<file path="config.mk">
export PLATFORM = sky130hd
export DESIGN_NAME = rf_wb_arbiter
export DESIGN_NICKNAME = d
export VERILOG_FILES = /design/src/rtl/rf_wb_arbiter.sv
export SDC_FILE = /design/constraint.sdc
export NUM_CORES = 1
export LEC_CHECK = 0
export CAP_MARGIN = 20
export CORE_ASPECT_RATIO = 0.5
export CORE_MARGIN = 8
export CORE_UTILIZATION = 48
export CTS_CLUSTER_DIAMETER = 40
export CTS_CLUSTER_SIZE = 10
export DETAILED_ROUTE_END_ITERATION = 16
export HOLD_SLACK_MARGIN = 0.03
export PLACE_DENSITY = 0.8
export SLEW_MARGIN = 20
export SYNTH_ARGS = -nofsm -noshare
export SYNTH_HDL_FRONTEND = slang
export SYNTH_SLANG_ARGS = --single-unit
</file>
<file path="constraint.sdc">
create_clock -name clk -period 2.1 [get_ports clk]
set_clock_uncertainty 0.15 [all_clocks]
set_input_delay 0.315 -clock clk [delete_from_list [all_inputs] [get_ports clk]]
set_output_delay 0.315 -clock clk [all_outputs]
set_load 0.005 [all_outputs]
</file>
<file path="src/rtl/rf_wb_arbiter.sv">
// Write-back arbiter: two 1-entry holding buffers (ALU, load) share the register file write port
// through a round-robin grant and a registered write stage; also exports a pending-write bitmap.
module rf_wb_arbiter #(
  parameter int DW           = 32,
  parameter int AW           = 5,
  parameter int ZERO_DISCARD = 1
) (
  input  logic                clk,
  input  logic                reset,
  input  logic                a_valid,
  output logic                a_ready,
  input  logic [AW-1:0]       a_addr,
  input  logic [DW-1:0]       a_data,
  input  logic                m_valid,
  output logic                m_ready,
  input  logic [AW-1:0]       m_addr,
  input  logic [DW-1:0]       m_data,
  output logic                rg_wrt_en,
  output logic [AW-1:0]       rg_wrt_addr,
  output logic [DW-1:0]       rg_wrt_data,
  output logic [(1<<AW)-1:0]  pend_mask
);

  localparam int NREG = 1 << AW;

  typedef enum logic {
    PTR_A = 1'b0,
    PTR_M = 1'b1
  } rrPtr_e;

  logic          holdValidA_q, holdValidA_d;
  logic [AW-1:0] holdAddrA_q,  holdAddrA_d;
  logic [DW-1:0] holdDataA_q,  holdDataA_d;
  logic          holdValidM_q, holdValidM_d;
  logic [AW-1:0] holdAddrM_q,  holdAddrM_d;
  logic [DW-1:0] holdDataM_q,  holdDataM_d;
  rrPtr_e        rrPtr_q,      rrPtr_d;
  logic          wrtEn_q,      wrtEn_d;
  logic [AW-1:0] wrtAddr_q,    wrtAddr_d;
  logic [DW-1:0] wrtData_q,    wrtData_d;

  logic          grantA;
  logic          grantM;
  logic          anyGrant;
  logic [AW-1:0] grantAddr;
  logic [DW-1:0] grantData;
  logic          grantIsZero;
  logic          acceptA;
  logic          acceptM;

  // Arbitration and ready are purely from registered state, so no valid->ready path exists.
  always_comb begin
    grantA    = holdValidA_q & (~holdValidM_q | (rrPtr_q == PTR_A));
    grantM    = holdValidM_q & (~holdValidA_q | (rrPtr_q == PTR_M));
    anyGrant  = grantA | grantM;
    grantAddr = grantA ? holdAddrA_q : holdAddrM_q;
    grantData = grantA ? holdDataA_q : holdDataM_q;
    a_ready   = ~holdValidA_q | grantA;
    m_ready   = ~holdValidM_q | grantM;
    acceptA   = a_valid & a_ready;
    acceptM   = m_valid & m_ready;
    grantIsZero = (ZERO_DISCARD != 0) && (grantAddr == '0);
  end

  always_comb begin
    holdValidA_d = holdValidA_q;
    holdAddrA_d  = holdAddrA_q;
    holdDataA_d  = holdDataA_q;
    holdValidM_d = holdValidM_q;
    holdAddrM_d  = holdAddrM_q;
    holdDataM_d  = holdDataM_q;
    rrPtr_d      = rrPtr_q;
    wrtEn_d      = anyGrant & ~grantIsZero;
    wrtAddr_d    = wrtAddr_q;
    wrtData_d    = wrtData_q;

    if (acceptA) begin
      holdValidA_d = 1'b1;
      holdAddrA_d  = a_addr;
      holdDataA_d  = a_data;
    end else if (grantA) begin
      holdValidA_d = 1'b0;
    end

    if (acceptM) begin
      holdValidM_d = 1'b1;
      holdAddrM_d  = m_addr;
      holdDataM_d  = m_data;
    end else if (grantM) begin
      holdValidM_d = 1'b0;
    end

    // The pointer only moves when both buffers competed, so a lone stream never disturbs fairness.
    if (holdValidA_q && holdValidM_q) begin
      rrPtr_d = grantA ? PTR_M : PTR_A;
    end

    if (anyGrant) begin
      wrtAddr_d = grantAddr;
      wrtData_d = grantData;
    end
  end

  always_ff @(posedge clk) begin
    if (reset) begin
      holdValidA_q <= 1'b0;
      holdAddrA_q  <= '0;
      holdDataA_q  <= '0;
      holdValidM_q <= 1'b0;
      holdAddrM_q  <= '0;
      holdDataM_q  <= '0;
      rrPtr_q      <= PTR_A;
      wrtEn_q      <= 1'b0;
      wrtAddr_q    <= '0;
      wrtData_q    <= '0;
    end else begin
      holdValidA_q <= holdValidA_d;
      holdAddrA_q  <= holdAddrA_d;
      holdDataA_q  <= holdDataA_d;
      holdValidM_q <= holdValidM_d;
      holdAddrM_q  <= holdAddrM_d;
      holdDataM_q  <= holdDataM_d;
      rrPtr_q      <= rrPtr_d;
      wrtEn_q      <= wrtEn_d;
      wrtAddr_q    <= wrtAddr_d;
      wrtData_q    <= wrtData_d;
    end
  end

  assign rg_wrt_en   = wrtEn_q;
  assign rg_wrt_addr = wrtAddr_q;
  assign rg_wrt_data = wrtData_q;

  // Register 0 is never really written when discarding, so decode must never stall on it.
  always_comb begin
    pend_mask = '0;
    if (holdValidA_q) pend_mask[holdAddrA_q] = 1'b1;
    if (holdValidM_q) pend_mask[holdAddrM_q] = 1'b1;
    if (wrtEn_q)      pend_mask[wrtAddr_q]   = 1'b1;
    if (ZERO_DISCARD != 0) pend_mask[0] = 1'b0;
  end

  logic unusedNreg;
  assign unusedNreg = (NREG == 0);

endmodule

</file>
==> qor_table.md, run 1 <==
| Parameter | Reported | Unit |
|---|---|---|
| Run status | complete, but fails checks | - |
| Violated checks | setup timing | - |
| CP peak stage delay | 0.38 | ns |
| Relative slew slack | 65.0 | % |
| Number of distinct standard cells referenced by the synthesized netlist | 32 | - |
| Type of the tightest min-delay check | primary input to flop | - |
| Combinational fraction of design power | 13.3 | % |
| Part of the power in the clock network | 47.9 | % |
| Max-slew violation total from the final report | 0 | - |
| # fillers | 756 | - |
| Path type of the worst setup path | flop to primary output | - |
| Root buffer cell | sky130_fd_sc_hd__clkbuf_16 | - |
| Share of cell area taken by muxes after synthesis | 6.66 | % |
| DP HPWL | 12.2 | mm |
| Number of standard cells after synthesis | 666 | - |
| Overall Global Routing Usage | 24.9 | % |
| Pint | 4.65 | mW |
| Count of nets after finishing | 928 | - |
| Core ar. | 0.0110 | mm2 |
| Antenna violations before repair | 0 | - |
| Row Count | 27 | - |
| Post-Syn Area | 0.00541 | mm2 |
| Detailed-routing iteration count for the pre-antenna-repair pass | 5 | - |
| Final wirelength | 20.3 | mm |
| Vias | 5,953 | - |
| Data arrival time at the worst-slack endpoint | 1.70 | ns |
| Final worst path period share | 103 | % |
| Final-layout setup total negative slack | -0.290 | ns |
| Switching part of the total power | 24.5 | % |
| Count of buffers inserted at the top-level ports | 148 | - |
| Final setup viols | 8 | - |
| Synthesized Nets | 744 | - |
| Clock tree from TritonCTS | yes | - |
| Cts bufs inserted | 17 | - |
| Antenna-violating nets left | 0 | - |
| Largest family of logic cells by synthesized area | compound AO/OA/AOI/OAI gates | - |
| Adder-cell share of the synthesized area | 0 | % |
| Compound-gate portion of the synthesized area | 22.8 | % |
| Number of warning messages in the yosys log | 0 | - |
| Starting Density | 49.3 | % |
| Post-placement worst setup slack | 0.0436 | ns |
| Tmin final | 2.16 | ns |
| Worst Max-Slew Pin Slew | 0.525 | ns |
| Cell Pwr Density | 748 | mW/mm2 |
| Synthesized area per cell | 8.13 | um2 |
| DRC violations left | 0 | - |
| Startpoint kind of the worst setup timing path | flop | - |
| H-Tree Level Count | 4 | - |
| Wire length per cell after detailed routing | 20.1 | um |
| Antenna cells | 0 | - |
| Highest clock frequency the design can meet | 0.463 | GHz |
| Max-cap check violation count | 0 | - |
| Xor and xnor area share after synthesis | 0 | % |
| Final core area utilization | 75.0 | % |
| Proportion of layout cells with a drive suffix above 1 | 25.0 | % |
| Clk slew on worst S/H paths | 0.05 | ns |
| Share of power burned in registers | 38.7 | % |
| Via count of the first global-routing pass | 6,083 | - |
| Leakage power figure | 3.31 | nW |
| Height of the die | 91.1 | um |
| RSZ-0062 raised after global routing | yes | - |
| Synthesis-to-layout area growth | 52.1 | % |
| Area enclosed by the die boundary | 0.0151 | mm2 |
| Number of vias per cell | 5.91 | - |
| Number of buffers on the longest clock path | 2 | - |
| Number of clock sinks seen by CTS | 115 | - |
| Part of the Yosys area used for sequential elements | 42.5 | % |
| Area share of and/or/nand/nor cells after synthesis | 19.9 | % |
| Endpoint type of the worst setup path | primary output | - |
| X dimension of the die | 166 | um |
| Req. time, crit path | 1.63 | ns |
| GRT overflow | 0 | - |
| Worst setup margin | -0.0607 | ns |
| Switching power total | 1.51 | mW |
| Pin count of the biggest net entering global routing | 49 | - |
| Total power | 6.16 | mW |
| Top Ports | 150 | - |
| Max FO, Critical Path | 7 | - |
| Global-route wire length before repair | 31.0 | mm |
| Number of violations reported at the end of detailed-routing iteration 0 | 454 | - |
| Clock latency of the later-clocked register in the worst-skew pair | 0.41 | ns |
| Worst voltage drop across the vdd grid | 0.000676 | V |
| Number of flip-flops and latches in the synthesized netlist | 115 | - |
| Final hold violations | 0 | - |
| Cell with the biggest individual delay on the critical path | sky130_fd_sc_hd__a222oi_1 | - |
| Cell Chain, Critical Path | buf_4 > and3_4 > a222oi_1 > inv_1 > buf_2 | - |
| Global placement routability congestion | 0.846 | - |
state kept, by name, summed over array words and instances, names as in the netlist:
name / count
holdAddrA_q: 5
rg_wrt_addr: 5
holdDataA_q: 32
holdValidA_q: 1
holdDataM_q: 32
rg_wrt_data: 32
holdAddrM_q: 5
rrPtr_q: 1
rg_wrt_en: 1
holdValidM_q: 1
cell type report:
| type | count | area, um2 | area share (%) |
|---|---|---|---|
| Clock inverter | 13 | 158 | 1.91 |
| Clock buffer | 19 | 453 | 5.50 |
| Inverter | 7 | 26.3 | 0.319 |
| Timing Repair Buffer | 234 | 2140 | 26.0 |
| Sequential cell | 115 | 2360 | 28.7 |
| Multi-Input combinational cell | 475 | 2910 | 35.4 |
| Tap cell | 145 | 181 | 2.20 |
placed cells by master (no fill, tap or decap), drive strengths merged, types with 2 or more instances in the layout:
master and instances:
a21oi 77, a222oi 2, a22oi 29, and3 7, and3b 16, buf 93, bufinv 3, clkbuf 33
clkdlybuf4s15 6, clkdlybuf4s50 114, clkinv 5, clkinvlp 4, dfxtp 115, dlygate4sd2 6, inv 8, mux2i 36
nand2 98, nand3 74, nor3 4, nor3b 13, o21ai 111
cells in the mapped netlist:
| cell type | n | area share, % |
|---|---|---|
| sky130_fd_sc_hd__dfxtp_1 | 115 | 43 |
| sky130_fd_sc_hd__and2_1 | 1 | 0.12 |
| sky130_fd_sc_hd__nor3b_2 | 2 | 0.46 |
| sky130_fd_sc_hd__inv_2 | 3 | 0.21 |
| sky130_fd_sc_hd__a21oi_1 | 77 | 7.1 |
| sky130_fd_sc_hd__and3b_2 | 1 | 0.18 |
| sky130_fd_sc_hd__clkbuf_1 | 33 | 2.3 |
| sky130_fd_sc_hd__a222oi_1 | 2 | 0.37 |
| sky130_fd_sc_hd__and3_4 | 1 | 0.21 |
| sky130_fd_sc_hd__buf_2 | 12 | 1.1 |
| sky130_fd_sc_hd__and3b_1 | 15 | 2.4 |
| sky130_fd_sc_hd__o21ai_1 | 111 | 10 |
| sky130_fd_sc_hd__a22oi_1 | 29 | 4.0 |
| sky130_fd_sc_hd__nand2b_1 | 1 | 0.12 |
| sky130_fd_sc_hd__buf_4 | 3 | 0.42 |
| sky130_fd_sc_hd__nor3_1 | 3 | 0.28 |
| sky130_fd_sc_hd__inv_1 | 4 | 0.28 |
| sky130_fd_sc_hd__a31o_2 | 1 | 0.16 |
| sky130_fd_sc_hd__nor3_4 | 1 | 0.30 |
| sky130_fd_sc_hd__o21bai_2 | 1 | 0.21 |
| sky130_fd_sc_hd__mux2i_1 | 36 | 6.7 |
| sky130_fd_sc_hd__nand2_1 | 98 | 6.8 |
| sky130_fd_sc_hd__buf_12 | 2 | 0.74 |
| sky130_fd_sc_hd__buf_6 | 12 | 2.5 |
| sky130_fd_sc_hd__o22ai_1 | 1 | 0.12 |
| sky130_fd_sc_hd__nand3_1 | 74 | 6.8 |
| sky130_fd_sc_hd__nor3b_1 | 11 | 1.5 |
| sky130_fd_sc_hd__and3_1 | 6 | 0.69 |
| sky130_fd_sc_hd__buf_1 | 7 | 0.49 |
| sky130_fd_sc_hd__a21boi_4 | 1 | 0.35 |
| sky130_fd_sc_hd__conb_1 | 1 | 0.069 |
| sky130_fd_sc_hd__a32oi_1 | 1 | 0.16 |
layer usage:
layer | GRT usage (%) | up-vias | routed length [um]
met5 | 0 | - | 0
met4 | 12.3 | 0 | 759
met1 | 27.0 | 2838 | 7720
li1 | - | 2741 | -
met2 | 45.4 | 304 | 10200
met3 | 6.13 | 70 | 1580
critical path: cells and delay by family (launching register included):
family / cells / cell delay (ns)
AO/OA/AOI/OAI: 1 / 0.38
flip-flops: 1 / 0.37
buffers and inverters: 3 / 0.34
AND/OR/NAND/NOR: 1 / 0.19
kinds of logic after synthesis:
| kind of cell | after synthesis |
|---|---|
| compound gates | 224 |
| flops | 115 |
| mux | 36 |
| other cells | 1 |
| buf+inv | 76 |
| simple gates | 214 |
path summary, 6_finish.rpt:
path	startpoint	to	slack, ns	depth (start not counted)
worst max-delay path	holdAddrA_q[3]	pend_mask[30]	-0.06	5
worst min-delay path	reset	rg_wrt_data[31]	0.15	4
worst max register to register	holdValidM_q	holdAddrA_q[3]	0.17	7
worst min register to register	rg_wrt_data[12]	rg_wrt_data[12]	0.30	2
metrics by stage:
stage	cell area, um2	hold WS (ns)	cells
after global routing	8230	0.162	1008
final	8230	0.146	1008
after CTS	8080	0.141	995
after global placement	7070	0.285	936
after floorplan	5410	0.295	666
after detailed placement	7070	0.293	936
power by group through the flow:
| stage | registers [mW] | clock network (mW) | logic (mW) |
|---|---|---|---|
| floorplan | 2.40 | 0 | 0.362 |
| global placement | 2.42 | 0 | 0.695 |
| detailed placement | 2.43 | 0 | 0.703 |
| CTS | 2.38 | 2.95 | 0.770 |
| global route | 2.40 | 3.07 | 0.872 |
| finish | 2.38 | 2.95 | 0.821 |
repair_timing:
item,CTS,global route
gates resized for setup,140,58
endpoints found under the hold margin,0,0
hold buffers,0,0
buffers inserted,28,18
endpoints found under the setup margin,33,29
pin swaps,13,26
Power figures use the tool's default switching activity.
==> inputs of run 2 (changes only) <==
Settings changed: CORE_UTILIZATION 48 to 30, PLACE_DENSITY 0.8 to not set.
==> run 2 against run 1 <==
The run still ends with setup timing left. Total power is 0.55% higher. Die area is 51% higher. Global-route usage is 8.6 points lower. Hold slack better by 0.050 ns. Via count is 4.9% lower. Maximum frequency is 2.2% lower. Utilization is 27 points lower. Non-clock buffer count is 3 higher. Setup slack worse by 0.049 ns. Largest cell class unchanged. Largest power group unchanged.
==> qor_table.md, run 2 (synthesis results as in run 1) <==
| Parameter | Reported | Unit | Change |
|---|---|---|---|
| Top Ports | 150 | - | unchanged |
| Final cell count without fillers | 1,102 | - | was 1,008 |
| X dimension of the die | 206 | um | was 166 um |
| Max-cap check violation count | 0 | - | unchanged |
| Type of the tightest min-delay check | primary input to flop | - | unchanged |
| Wire length per cell after detailed routing | 17.6 | um | was 20.1 um |
| Cell Pwr Density | 741 | mW/mm2 | was 748 mW/mm2 |
| Worst voltage drop across the vdd grid | 0.000520 | V | was 0.000676 V |
| Startpoint of the lowest-slack register-to-register path | holdValidM_q | - | unchanged |
| Global placement routability congestion | 0.809 | - | was 0.846 |
| Max FO, Critical Path | 5 | - | was 7 |
| Worst Max-Slew Pin Slew | 0.765 | ns | was 0.525 ns |
| Worst setup margin | -0.110 | ns | was -0.0607 ns |
| Final worst path period share | 105 | % | was 103% |
| Violated checks | setup timing | - | unchanged |
| Count of buffers inserted at the top-level ports | 148 | - | unchanged |
| Relative slew slack | 48.9 | % | was 65.0% |
| Pin count of the biggest net entering global routing | 68 | - | was 49 |
| Count of nets after finishing | 931 | - | was 928 |
| Path type of the worst setup path | flop to primary output | - | unchanged |
| Final wirelength | 19.3 | mm | was 20.3 mm |
| Tmin final | 2.21 | ns | was 2.16 ns |
| Clock tree from TritonCTS | yes | - | unchanged |
| Global-route wire length before repair | 30.6 | mm | was 31.0 mm |
| Number of clock sinks seen by CTS | 115 | - | unchanged |
| Starting Density | 30.9 | % | was 49.3% |
| Row Count | 34 | - | was 27 |
| DRC violations left | 0 | - | unchanged |
| Final setup viols | 3 | - | was 8 |
| Leakage power figure | 3.34 | nW | was 3.31 nW |
| Total power | 6.19 | mW | was 6.16 mW |
| Area enclosed by the die boundary | 0.0229 | mm2 | was 0.0151 mm2 |
| Start point of the critical path | holdAddrA_q[1] | - | was holdAddrA_q[3] |
| Endpoint type of the worst setup path | primary output | - | unchanged |
| Height of the die | 111 | um | was 91.1 um |
| Root buffer cell | sky130_fd_sc_hd__clkbuf_16 | - | unchanged |
| Via count of the first global-routing pass | 5,738 | - | was 6,083 |
| Synthesis-to-layout area growth | 54.4 | % | was 52.1% |
| # fillers | 1,717 | - | was 756 |
| Startpoint kind of the worst setup timing path | flop | - | unchanged |
| Cts bufs inserted | 17 | - | unchanged |
| Req. time, crit path | 1.63 | ns | about the same |
| Cell count after placement | 1,026 | - | was 936 |
| Clk slew on worst S/H paths | 0.05 | ns | about the same |
| H-Tree Level Count | 4 | - | unchanged |
| Max-slew violation total from the final report | 0 | - | unchanged |
| Run status | complete, but fails checks | - | unchanged |
| Highest clock frequency the design can meet | 0.453 | GHz | was 0.463 GHz |
| Post-placement worst setup slack | -0.0153 | ns | was 0.0436 ns |
| Vias | 5,660 | - | was 5,953 |
| Most frequent standard cell in the layout excluding fill and tap cells | sky130_fd_sc_hd__clkdlybuf4s50_1 | - | unchanged |
| Highest-count cells in the layout ignoring fill and taps | sky130_fd_sc_hd__clkdlybuf4s50_1, sky130_fd_sc_hd__o21ai_1, sky130_fd_sc_hd__dfxtp_1 | - | was sky130_fd_sc_hd__clkdlybuf4s50_1, sky130_fd_sc_hd__o21ai_1, sky130_fd_sc_hd__nand2_1, sky130_fd_sc_hd__dfxtp_1, sky130_fd_sc_hd__a21oi_1 |
| Startpoint of the worst hold path | reset | - | unchanged |
| Data arrival time at the worst-slack endpoint | 1.74 | ns | was 1.70 ns |
| Core ar. | 0.0175 | mm2 | was 0.0110 mm2 |
| Antenna-violating nets left | 0 | - | unchanged |
| Overall Global Routing Usage | 16.3 | % | was 24.9% |
| Number of violations reported at the end of detailed-routing iteration 0 | 346 | - | was 454 |
| Number of vias per cell | 5.14 | - | was 5.91 |
| Final-layout setup total negative slack | -0.143 | ns | was -0.290 ns |
| Detailed-routing iteration count for the pre-antenna-repair pass | 5 | - | unchanged |
| FF/Latch Area | 0.00235 | mm2 | was 0.00236 mm2 |
| DP HPWL | 12.9 | mm | was 12.2 mm |
| Multi-input gate area in the final layout | 0.00295 | mm2 | was 0.00291 mm2 |
| RSZ-0062 raised after global routing | yes | - | unchanged |
| Antenna violations before repair | 2 | - | was 0 |
| Final hold violations | 0 | - | unchanged |
| Count of hold buffers inserted by post-cts repair | 0 | - | unchanged |
| Clock latency of the later-clocked register in the worst-skew pair | 0.40 | ns | was 0.41 ns |
| GRT overflow | 0 | - | unchanged |
| Proportion of layout cells with a drive suffix above 1 | 27.0 | % | was 25.0% |
| Number of buffers on the longest clock path | 2 | - | unchanged |
| Final core area utilization | 47.7 | % | was 75.0% |
-- run 2: cell types whose count changed in the layout (fill, tap and decap cells not counted), moves of 2 or more --
cell,delta
sky130_fd_sc_hd__clkbuf_8,+3
sky130_fd_sc_hd__dfxtp_2,+2
sky130_fd_sc_hd__nand2_2,+3
sky130_fd_sc_hd__nand2_1,-3
sky130_fd_sc_hd__dfxtp_4,-3
sky130_fd_sc_hd__and3_2,+2
sky130_fd_sc_hd__and3b_1,-5
sky130_fd_sc_hd__diode_2,+2
sky130_fd_sc_hd__buf_2,+6
sky130_fd_sc_hd__buf_4,+7
sky130_fd_sc_hd__clkdlybuf4s15_1,-6
sky130_fd_sc_hd__and3b_2,+5
sky130_fd_sc_hd__clkinvlp_4,-2
-- run 2: area by class of cell --
| cell class | count | share of cell area, % |
|---|---|---|
| inverter | 7 | 0.314 |
| timing repair buffer | 237 | 25.2 |
| clock buffer | 23 | 5.96 |
| sequential | 115 | 28.2 |
| tap | 234 | 3.50 |
| clock inverter | 9 | 1.50 |
| antenna | 2 | 0.0599 |
| multi-input combinational | 475 | 35.3 |
-- run 2: per-layer routing --
| layer | GRT usage (%) | part of all wire [%] |
|---|---|---|
| met1 | 19.9 | 43 |
| met2 | 27.7 | 50 |
| met3 | 3.88 | 5.7 |
| met4 | 5.65 | 1.6 |
| met5 | 0 | 0 |
-- run 2: power by group --
part / internal [mW] / switching, mW / total (mW) / leakage [nW]
clock network: 2.02 / 0.982 / 3.00 / 0.305
registers: 2.29 / 0.0803 / 2.37 / 0.953
logic: 0.441 / 0.378 / 0.819 / 2.08
-- run 2: worst paths after layout --
| kind | end | slack [ns] | cells after the start |
|---|---|---|---|
| worst min-delay path | holdAddrA_q[1] | 0.20 | 3 |
| worst min register to register | rg_wrt_data[26] | 0.30 | 2 |
| worst max register to register | rg_wrt_data[7] | 0.30 | 4 |
| worst max-delay path | pend_mask[30] | -0.11 | 5 |
-- run 2: timing repair --
action | in CTS | in global routing
endpoints found under the hold margin | 0 | 0
endpoints found under the setup margin | 33 | 29
resized for setup | 142 | 74
buffers inserted | 24 | 20
pin swaps | 7 | 19
-- run 2: worst max-delay path: stages (launching register included) --
cell	delay (ns)
sky130_fd_sc_hd__dfxtp_4	0.35
sky130_fd_sc_hd__and3b_2	0.27
sky130_fd_sc_hd__buf_6	0.14
sky130_fd_sc_hd__a222oi_1	0.38
sky130_fd_sc_hd__inv_1	0.07
sky130_fd_sc_hd__buf_2	0.14
-- run 2: per-stage QoR --
stage / area (um2) / hold WS, ns
after floorplan: 5410 / 0.295
after global placement: 7160 / 0.285
after detailed placement: 7160 / 0.292
after CTS: 8140 / 0.168
after global routing: 8360 / 0.186
final: 8360 / 0.196
